### src/rtl/uberlut_pkg.sv
// Shared types and sizing for the UberLUT loader and the UberLUT it feeds.
// Latency: n/a (types, constants and a compile-time sizing function only).
// Backpressure: n/a.
// Contents: state_t (loader FSM states), CRC8_POLY, total_bits() which gives the
// number of UberLUT variable-RAM bits; the UberLUT sizes itself with the same function.
package uberlut_pkg;

  typedef enum logic [1:0] {
    IDLE  = 2'd0,
    FILL  = 2'd1,
    SHIFT = 2'd2,
    DONE  = 2'd3
  } state_t;

  localparam logic [7:0] CRC8_POLY = 8'h07;

  // One RAM bit per (selector, variable combination).
  function automatic int total_bits(input int num_vars, input int num_varsel);
    return num_varsel * (1 << num_vars);
  endfunction

endpackage

### src/rtl/uberlut_loader_if.sv
// Host-side byte stream into the UberLUT loader: session start plus valid/ready bytes.
// Latency: n/a (wiring only).
// Backpressure: s_ready from the loader; the host holds s_data/s_valid until accepted.
// Ports: start (one-cycle session pulse), s_data[7:0], s_valid, s_ready.
// Modports: master = host/boot stream side, slave = loader side.
interface uberlut_loader_if;
  logic       start;
  logic [7:0] s_data;
  logic       s_valid;
  logic       s_ready;

  modport master (output start, output s_data, output s_valid, input s_ready);
  modport slave  (input start, input s_data, input s_valid, output s_ready);
endinterface

### src/rtl/uberlut_loader_crc8_byte.sv
// CRC-8 next-state over one byte, MSB first, polynomial CRC8_POLY.
// Latency: combinational.
// Backpressure: none.
// Ports: crc_in (running CRC), data_in (byte), crc_out (CRC after absorbing data_in).
module crc8_byte
  import uberlut_pkg::*;
(
  input  logic [7:0] crc_in,
  input  logic [7:0] data_in,
  output logic [7:0] crc_out
);

  logic [7:0] c;

  always_comb begin
    c = crc_in ^ data_in;
    for (int i = 0; i < 8; i++) begin
      c = c[7] ? ({c[6:0], 1'b0} ^ CRC8_POLY) : {c[6:0], 1'b0};
    end
    crc_out = c;
  end

endmodule

### src/rtl/uberlut_loader.sv
// Serializes config bytes LSB-first into the UberLUT uberLUT_data/uberLUT_load port, TOTAL_BITS pulses per session.
// Latency: byte accepted in cycle N gives load pulses in N+1..N+8; the next byte can be accepted in N+8 (no gap).
// Backpressure: s_ready only in FILL and on the last bit of a byte; host stalls simply hold the FSM in FILL.
// Ports: clk, rst (async, active low), bus (uberlut_loader_if.slave: start, s_data, s_valid, s_ready),
//   uberLUT_data/uberLUT_load (serial bit + strobe), busy, done (held until next start), bit_count.
// Optional: UBERLUT_LOADER_CRC_EN adds a trailing CRC-8 byte check and the crc_err output.
module uberlut_loader
  import uberlut_pkg::*;
#(
  parameter  int NUM_VARS   = 6,
  parameter  int NUM_VARSEL = 2,
  localparam int TOTAL_BITS = total_bits(NUM_VARS, NUM_VARSEL),
  localparam int CNT_W      = $clog2(TOTAL_BITS + 1)
) (
  input  logic             clk,
  input  logic             rst,
  uberlut_loader_if.slave  bus,
  output logic             uberLUT_data,
  output logic             uberLUT_load,
  output logic             busy,
  output logic             done,
  output logic [CNT_W-1:0] bit_count
`ifdef UBERLUT_LOADER_CRC_EN
  ,
  output logic             crc_err
`endif
);

  localparam logic [CNT_W-1:0] TOTAL_CNT = CNT_W'(TOTAL_BITS);

  state_t           state, state_nxt;
  logic [7:0]       shreg, shreg_nxt;
  logic [2:0]       byte_bits, byte_bits_nxt;   // bits of the byte still to go after the current pulse
  logic [CNT_W-1:0] bit_count_nxt;
  logic             load_nxt, data_nxt, busy_nxt, done_nxt;
  logic             s_ready_q, s_ready_nxt;
  logic             hs, all_issued, take, emit, restart;
  logic [2:0]       first_bits;
  int               remaining;

  assign bus.s_ready = s_ready_q;
  assign hs          = bus.s_valid & s_ready_q;
  // bit_count already includes the pulse currently on the output.
  assign all_issued  = (bit_count == TOTAL_CNT);

  // A short final byte only contributes TOTAL_BITS - bit_count bits; the first goes out immediately.
  always_comb begin
    remaining  = TOTAL_BITS - int'(bit_count);
    first_bits = (remaining >= 8) ? 3'd7 : 3'(remaining - 1);
  end

`ifdef UBERLUT_LOADER_CRC_EN
  logic [7:0] crc_q, crc_nxt, crc_calc;
  logic       crc_err_nxt, crc_hs;

  crc8_byte u_crc8 (
    .crc_in  (crc_q),
    .data_in (bus.s_data),
    .crc_out (crc_calc)
  );
`endif

  always_comb begin
    state_nxt     = state;
    shreg_nxt     = shreg;
    byte_bits_nxt = byte_bits;
    bit_count_nxt = bit_count;
    load_nxt      = 1'b0;
    data_nxt      = 1'b0;
    done_nxt      = done;
    take          = 1'b0;
    emit          = 1'b0;
    restart       = 1'b0;
`ifdef UBERLUT_LOADER_CRC_EN
    crc_nxt       = crc_q;
    crc_err_nxt   = crc_err;
    crc_hs        = 1'b0;
`endif

    case (state)
      IDLE, DONE: begin
        if (bus.start) restart = 1'b1;
      end
      FILL: begin
        if (hs && !all_issued) take = 1'b1;
`ifdef UBERLUT_LOADER_CRC_EN
        // With every config bit out, the byte in FILL is the trailing CRC.
        if (hs && all_issued) crc_hs = 1'b1;
`endif
      end
      SHIFT: begin
        if (byte_bits != 3'd0) begin
          emit = 1'b1;
        end else if (hs) begin
          // Lookahead reload: keeps the load train unbroken.
          take = 1'b1;
        end else if (!all_issued) begin
          state_nxt = FILL;
        end else begin
`ifdef UBERLUT_LOADER_CRC_EN
          state_nxt = FILL;
`else
          state_nxt = DONE;
          done_nxt  = 1'b1;
`endif
        end
      end
      default: state_nxt = IDLE;
    endcase

    if (restart) begin
      state_nxt     = FILL;
      bit_count_nxt = '0;
      done_nxt      = 1'b0;
`ifdef UBERLUT_LOADER_CRC_EN
      crc_nxt       = 8'h00;
      crc_err_nxt   = 1'b0;
`endif
    end

    if (take) begin
      state_nxt     = SHIFT;
      load_nxt      = 1'b1;
      data_nxt      = bus.s_data[0];
      shreg_nxt     = {1'b0, bus.s_data[7:1]};
      byte_bits_nxt = first_bits;
      bit_count_nxt = bit_count + CNT_W'(1);
`ifdef UBERLUT_LOADER_CRC_EN
      crc_nxt       = crc_calc;
`endif
    end

    if (emit) begin
      load_nxt      = 1'b1;
      data_nxt      = shreg[0];
      shreg_nxt     = {1'b0, shreg[7:1]};
      byte_bits_nxt = byte_bits - 3'd1;
      if (!all_issued) bit_count_nxt = bit_count + CNT_W'(1);
    end

`ifdef UBERLUT_LOADER_CRC_EN
    if (crc_hs) begin
      state_nxt   = DONE;
      done_nxt    = 1'b1;
      crc_err_nxt = (bus.s_data != crc_q);
    end
`endif

    busy_nxt    = (state_nxt == FILL) || (state_nxt == SHIFT);
    s_ready_nxt = (state_nxt == FILL) ||
                  ((state_nxt == SHIFT) && (byte_bits_nxt == 3'd0) && (bit_count_nxt != TOTAL_CNT));
  end

  always_ff @(posedge clk or negedge rst) begin
    if (!rst) begin
      state        <= IDLE;
      shreg        <= '0;
      byte_bits    <= '0;
      bit_count    <= '0;
      uberLUT_load <= 1'b0;
      uberLUT_data <= 1'b0;
      busy         <= 1'b0;
      done         <= 1'b0;
      s_ready_q    <= 1'b0;
    end else begin
      state        <= state_nxt;
      shreg        <= shreg_nxt;
      byte_bits    <= byte_bits_nxt;
      bit_count    <= bit_count_nxt;
      uberLUT_load <= load_nxt;
      uberLUT_data <= data_nxt;
      busy         <= busy_nxt;
      done         <= done_nxt;
      s_ready_q    <= s_ready_nxt;
    end
  end

`ifdef UBERLUT_LOADER_CRC_EN
  always_ff @(posedge clk or negedge rst) begin
    if (!rst) begin
      crc_q   <= 8'h00;
      crc_err <= 1'b0;
    end else begin
      crc_q   <= crc_nxt;
      crc_err <= crc_err_nxt;
    end
  end
`endif

endmodule

### src/flat_wrapper.sv
// flat-port wrapper written by rule: the top's interface ports become plain ports
module uberlut_loader_flat import uberlut_pkg::*;
#(
  parameter  int NUM_VARS   = 6,
  parameter  int NUM_VARSEL = 2,
  localparam int TOTAL_BITS = total_bits(NUM_VARS, NUM_VARSEL),
  localparam int CNT_W      = $clog2(TOTAL_BITS + 1)
)
  (clk, rst, uberLUT_data, uberLUT_load, busy, done, bit_count, bus_start, bus_s_data, bus_s_valid, bus_s_ready);
  uberlut_loader_if bus_i ();
  input  logic clk;
  input  logic rst;
  output logic uberLUT_data;
  output logic uberLUT_load;
  output logic busy;
  output logic done;
  output logic [CNT_W-1:0] bit_count;
  input wire logic [$bits(bus_i.start)-1:0] bus_start;
  input wire logic [$bits(bus_i.s_data)-1:0] bus_s_data;
  input wire logic [$bits(bus_i.s_valid)-1:0] bus_s_valid;
  output wire logic [$bits(bus_i.s_ready)-1:0] bus_s_ready;
  assign bus_i.start = bus_start;
  assign bus_i.s_data = bus_s_data;
  assign bus_i.s_valid = bus_s_valid;
  assign bus_s_ready = bus_i.s_ready;
  uberlut_loader #(.NUM_VARS(NUM_VARS), .NUM_VARSEL(NUM_VARSEL)) u_core (.clk(clk), .rst(rst), .bus(bus_i), .uberLUT_data(uberLUT_data), .uberLUT_load(uberLUT_load), .busy(busy), .done(done), .bit_count(bit_count));
endmodule
### config.mk
export PLATFORM = sky130hd
export DESIGN_NAME = uberlut_loader_flat
export DESIGN_NICKNAME = d
export VERILOG_FILES = /design/src/rtl/uberlut_pkg.sv /design/src/rtl/uberlut_loader_if.sv /design/src/rtl/uberlut_loader_crc8_byte.sv /design/src/rtl/uberlut_loader.sv /design/src/flat_wrapper.sv
export SDC_FILE = /design/constraint.sdc
export NUM_CORES = 1
export LEC_CHECK = 0
export CORE_ASPECT_RATIO = 0.7
export CORE_MARGIN = 5
export CORE_UTILIZATION = 54
export CTS_BUF_LIST = sky130_fd_sc_hd__clkbuf_16
export CTS_CLUSTER_SIZE = 28
export DETAILED_ROUTE_END_ITERATION = 16
export PLACE_DENSITY = 0.83
export RECOVER_POWER = 25
export SYNTH_ARGS = -nofsm -noshare
export SYNTH_HDL_FRONTEND = slang
export SYNTH_SLANG_ARGS = --single-unit
export TNS_END_PERCENT = 20
### constraint.sdc
create_clock -name clk -period 2.92 [get_ports clk]
set_input_delay 0.73 -clock clk [delete_from_list [all_inputs] [get_ports clk]]
set_output_delay 0.73 -clock clk [all_outputs]
set_load 0.1 [all_outputs]
## Word-level counts from Yosys, hierarchy flattened

Index checks and enable logic that the tools add are counted.
Widths: inputs -> output; s select.

- Order comparisons: 1
- Reduce and logical (&&, ||, !) cells: 14
- Add/subtract/negate cells: 4
- Bitwise logic cells: 1
- Equality and inequality tests: 9
- Multiplexer cells: 32

Operators with widths:

| operator | count |
|---|---|
| $mux 8 | 6 |
| $mux 1 | 16 |
| $mux 2 | 6 |
| $ge 9x5->1 const B | 1 |
| $mux 3 | 3 |
| $sub 8x8->9 const A | 1 |
| $add 8x1->8 const B | 1 |
| $eq 8x8->1 const B | 1 |
| $ne 8x8->1 const B | 1 |
| $eq 2x2->1 const B | 3 |
| $reduce_bool 2->1 | 3 |
| $eq 2x1->1 const B | 2 |
| $reduce_and 4->1 | 1 |
| $logic_and 1x1->1 | 3 |
| $logic_not 3->1 | 1 |
| $reduce_bool 3->1 | 1 |
| $sub 3x1->3 const B | 1 |
| $sub 3x2->3 const B | 1 |
| $logic_not 2->1 | 1 |
| $logic_or 1x1->1 | 2 |
| $ne 2x1->1 const B | 1 |
| $ne 2x2->1 const B | 1 |
| $pmux 1 s2 | 1 |
| $reduce_or 2->1 | 1 |
| other kinds (2) | 2 |

- Output and inout bits: 13
- Register bits after elaboration: 26
- Word-level logic and storage cells: 70

## Logic depth before layout (Yosys ltp)

- Depth in word-level cells: 11
- Mapped depth: 14

## Worst setup path after synthesis

No wires, ideal clock.

- Kind: reg-to-reg
- Start point: reg u_core.bit_count[0]
- End point: reg u_core.s_ready_q, in the netlist u_core.bus.s_ready
- Stages on the path, launching flop included: 15
- Clock period less this slack: 3.198 ns
- Arrival time: 3.074 ns
- Setup slack: -0.278 ns
- Data required time: 2.796 ns
- Cell sequence: dfrtp_1 > buf_2 > inv_1 > ha_1 > and4bb_4 > a21oi_4 > a31oi_1 > buf_2 > nand2_1 > inv_1 > ha_1 > a31oi_1 > o21ai_0 > a31oi_1 > a2bb2oi_2

- Elaborated cells between the ends (all ways): 29
- Those cells by class: add/sub: 3; order compare: 1; eq/ne: 4; mux: 15; reduce/logical: 6

RTL lines:

| what | RTL line | RTL |
|---|---|---|
| start, declared | uberlut_loader.sv:22 | `output logic [CNT_W-1:0] bit_count` |
| start signal, assigned | uberlut_loader.sv:169 | `bit_count <= bit_count_nxt;` |
| $eq 8x8->1 (*) | uberlut_loader.sv:44 | `assign all_issued = (bit_count == TOTAL_CNT);` |
| $logic_not 1->1 (*) | uberlut_loader.sv:85 | `if (hs && !all_issued) take = 1'b1;` |
| $logic_and 1x1->1 (*) | uberlut_loader.sv:85 |  |
| $mux 1 (*) | uberlut_loader.sv:85 |  |
| $pmux 1 s2 (*) | uberlut_loader.sv:80 | `case (state)` |
| $mux 2 (*) | uberlut_loader.sv:121 | `if (take) begin` |
| via u_core.state_nxt[0] | uberlut_loader.sv:31 | `state_t state, state_nxt;` |
| $eq 2x2->1 | uberlut_loader.sv:151 | `((state_nxt == SHIFT) && (byte_bits_nxt == 3'd0) && (bit_count_nxt != TOTAL_CNT));` |
| $logic_and 1x1->1 (2 in a row) | uberlut_loader.sv:151 |  |
| $logic_or 1x1->1 (*) | uberlut_loader.sv:150 | `s_ready_nxt = (state_nxt == FILL) \|\|` |
| via u_core.s_ready_nxt | uberlut_loader.sv:36 | `logic s_ready_q, s_ready_nxt;` |
| end signal, assigned | uberlut_loader.sv:174 | `s_ready_q <= s_ready_nxt;` |
| end, declared | uberlut_loader.sv:36 |  |

Mark *: on every way through the listed nets, which the timed path passes. The rest lies on a longest branch.
A chain may end at the register's enable or synchronous reset.

## Final worst setup path

- Start point: reg u_core.bit_count[0]
- End point: reg u_core.s_ready_q, in the netlist u_core.bus.s_ready

- Word-level cells in the longest chain between the ends: 11
- Elaborated cells between the ends (all ways): 29
- Those cells by class: add/sub: 3; order compare: 1; eq/ne: 4; mux: 15; reduce/logical: 6

RTL lines:

| what | RTL line | RTL |
|---|---|---|
| $eq 8x8->1 | uberlut_loader.sv:44 |  |
| $logic_not 1->1 | uberlut_loader.sv:85 |  |
| $logic_and 1x1->1 | uberlut_loader.sv:85 |  |
| $mux 1 | uberlut_loader.sv:85 |  |
| $pmux 1 s2 | uberlut_loader.sv:80 |  |
| $mux 8 | uberlut_loader.sv:121 |  |
| $mux 8 | uberlut_loader.sv:138 | `if (!all_issued) bit_count_nxt = bit_count + CNT_W'(1);` |
| $mux 8 (*) | uberlut_loader.sv:133 | `if (emit) begin` |
| via u_core.bit_count_nxt[6] | uberlut_loader.sv:34 | `logic [CNT_W-1:0] bit_count_nxt;` |
| $ne 8x8->1 (*) | uberlut_loader.sv:151 |  |
| $logic_and 1x1->1 (*) | uberlut_loader.sv:151 |  |
| $logic_or 1x1->1 (*) | uberlut_loader.sv:150 |  |
| via u_core.s_ready_nxt | uberlut_loader.sv:36 |  |

Marked as above.

==> impl_results.md <==
* Syn Nets at 214
* CTS tree: built
* CTS resizes at 0
* Grt ovf at 0
* Period utilisation layout at 0.9122
* Kind of critical path: flip-flop to flip-flop
* Hold path start: u_core.shreg[4]
* Required @ worst endpoint at a little over 3000 ps
* R2R depth at 10
* Wire per inst at 16.12 µm
* Num CTS Buffers at 3
* Status: complete, no violations
* EDFF count, synth at 0
* Max Used Layer: met4
* Pre-antenna DRT Iters at 4
* Htree depth at 1
* Die ar. at around 4300 µm²
* Core ar. at 2883 µm²
* First-pass GRT wire length at slightly below 7000 µm
* DR DRC count at 0
* Nets at 235
* Initial DRC Count at 200
* Drt total wl at approximately 4000 µm
* Hold Vio Cnt, Final at 0
* FFs w/ async S/R, synth at 1.000
* GRT Overall Usage at 0.1933
* Final Total Pwr at between 2 and 2.5 mW
* Mapped cell area at 1677 µm²
* Clock buffer depth at 2
* Later-pin clock latency in the skew report at 270 ps
* I/O Buffers at 24
* Largest net degree at the start of global routing at 26
* Commonest cells after routing, fill and taps aside: dfrtp_1, nand2_1, o21ai_0
* CTS Sinks at 25
* Layout cells sized above 1 at 0.1408
* # IOs at 25
* Post-Layout Cell Count at 249
* Max-slew violations at 0
* Clock slew seen by the registers of the worst setup and hold paths at around 70 ps
* # placed instances at 245
* # Post-CTS Setup Buffers at 0
* RSZ-0062 raised after global routing: no
* Sequential area share after synthesis at 0.3731
* Maxcap violations at 0
* Top_reg_cell synth: dfrtp_1
* Site Rows at 16
* Die height at 56.62 µm
* Initial Utilization at 0.5816
* WL met2 at approximately 1800 µm
* Hold Path End: u_core.shreg[3]
* Root Driver: clkbuf_16
* Initial antenna violation count at 0
* Fin area at ~2000 µm²
* M1 WL at 1828 µm
* Max frequency at roughly 380 MHz
* Vias in the first global route at 1419
* Routed Antenna Nets at 0
* Antenna Cells at 0
* Slew HR at 0.09106
* DP Area at 1899 µm²
* LEAKAGE at between 0.9 and 1 nW
* WL met3 at 303 µm
* Vias/cell at 6.076
* Startpoint types: flip-flop
* Max FO, Critical Path at 19
* DR vias at roughly 1500
* Most common cell after layout, fill and taps aside: dfrtp_1
* Hold Path Depth at 2
* Ys Warns at 0
* Minimum clock period at around 2700 ps
* Worst-Margin Slew at roughly 1400 ps
* DIE WIDTH at 76.60 µm
* Area Growth Syn to Fin at 17.99%
* Post-synthesis cell type count at 45
* Worst hold path class: flip-flop to flip-flop
* Reg-to-reg startpoint: u_core.bit_count[0]
* Data arrival time of the critical path at 2810 ps
* Top cells by area, synth: dfrtp_1, ha_1, o21ai_0, nand2_1, mux2i_1
* CP Capture Type: flip-flop
* #FFs+latches synth at 25
* Peak supply drop at between 0.0005 and 0.0006 V
* Syn avg cell area at just under 9 µm²
* Area leader, netlist: dfrtp_1
* Detailed Place HPWL at 2935 µm
* Final Skew at around 2.5 ps
* RR Endpoint: u_core.bus.s_ready
* Top cell type's share of synthesized area at 0.3731
* Post-Synthesis Cells at 193
* Pwr Density at 1036 nW/µm²
* Final setup fails at 0
* CTS Hold Buffers Added at 0
* GP Congestion at 0.9528
* Setup TNS at 0 ps
* R2r setup slk at 260 ps
* Critical Path Source: u_core.bit_count[0]
* FILL cells at 219
-- synthesized netlist by cell type, types with 5 or more instances --
library cell,instances
dfrtp_1,25
nand2_1,21
o21ai_0,19
nor2_1,15
inv_1,13
nand3_1,10
ha_1,9
a21oi_1,8
buf_2,8
mux2i_1,7
a31oi_1,5
nor3_1,5
-- where the power goes --
group          leakage (nW)  switching, mW  internal [mW]
registers             0.310          0.109          0.470
clock network        0.0371          0.132          0.186
logic                 0.555          0.777          0.375
-- logic make-up after synthesis --
| family | after synthesis | synth area share |
|---|---|---|
| AND/OR/NAND/NOR | 73 | 0.2291 |
| AO/OA/AOI/OAI | 53 | 0.2172 |
| buffers and inverters | 25 | 0.06642 |
| flip-flops | 25 | 0.3731 |
| adder cells (fa/ha/maj) | 9 | 0.06717 |
| multiplexers | 7 | 0.04179 |
| XOR/XNOR | 1 | 0.005225 |
-- metrics by stage --
stage	hold WS, ps	util	setup WS [ps]
CTS	488.8	0.6875	301.8
finish	484.1	0.6862	256.3
floorplan	434.4	-	19.12
detailed placement	468.7	0.6589	61.92
global route	524.5	0.6862	57.66
global placement	458.2	0.6589	250.9
-- flip-flops by register name, summed over array words and instances, names as in the netlist, 2 cells and up --
register	count
u_core.bit_count	8
u_core.shreg	7
u_core.byte_bits	3
u_core.state	2
-- critical path, cell delays in order, from the launching register on --
cell and delay (ps):
dfrtp_2 490, inv_1 210, ha_1 280, and4bb_4 280
nand3_1 80, a21oi_1 250, buf_4 270, nor3_1 90
a211o_1 300, nor2b_1 210, a2bb2oi_2 80
-- worst max path at each step --
stage	end	slack, ps	cells past startpoint
finish	u_core.bus.s_ready	260	10
global route	u_core.bus.s_ready	60	12
CTS	u_core.bus.s_ready	300	10
detailed placement	u_core.bus.s_ready	60	11
global placement	u_core.bus.s_ready	250	11
floorplan	u_core.bus.s_ready	20	14
-- layer usage --
layer / vias up / GRT usage
li1: 732 / -
met1: 709 / 0.2720
met2: 62 / 0.2817
met3: 10 / 0.06230
met4: 0 / 0.05736
met5: - / 0
-- layout make-up --
class / instances / area, µm² / area share
flip-flops and latches: 25 / 628.1 / 0.3175
repair buffers: 28 / 234.0 / 0.1183
inverters: 13 / 48.80 / 0.02467
multi-input cells: 143 / 939.7 / 0.4750
clock buffers: 3 / 75.07 / 0.03795
well taps: 36 / 45.04 / 0.02277
clock inverters: 1 / 7.507 / 0.003795
No activity file was read; power rests on OpenSTA's default activity.
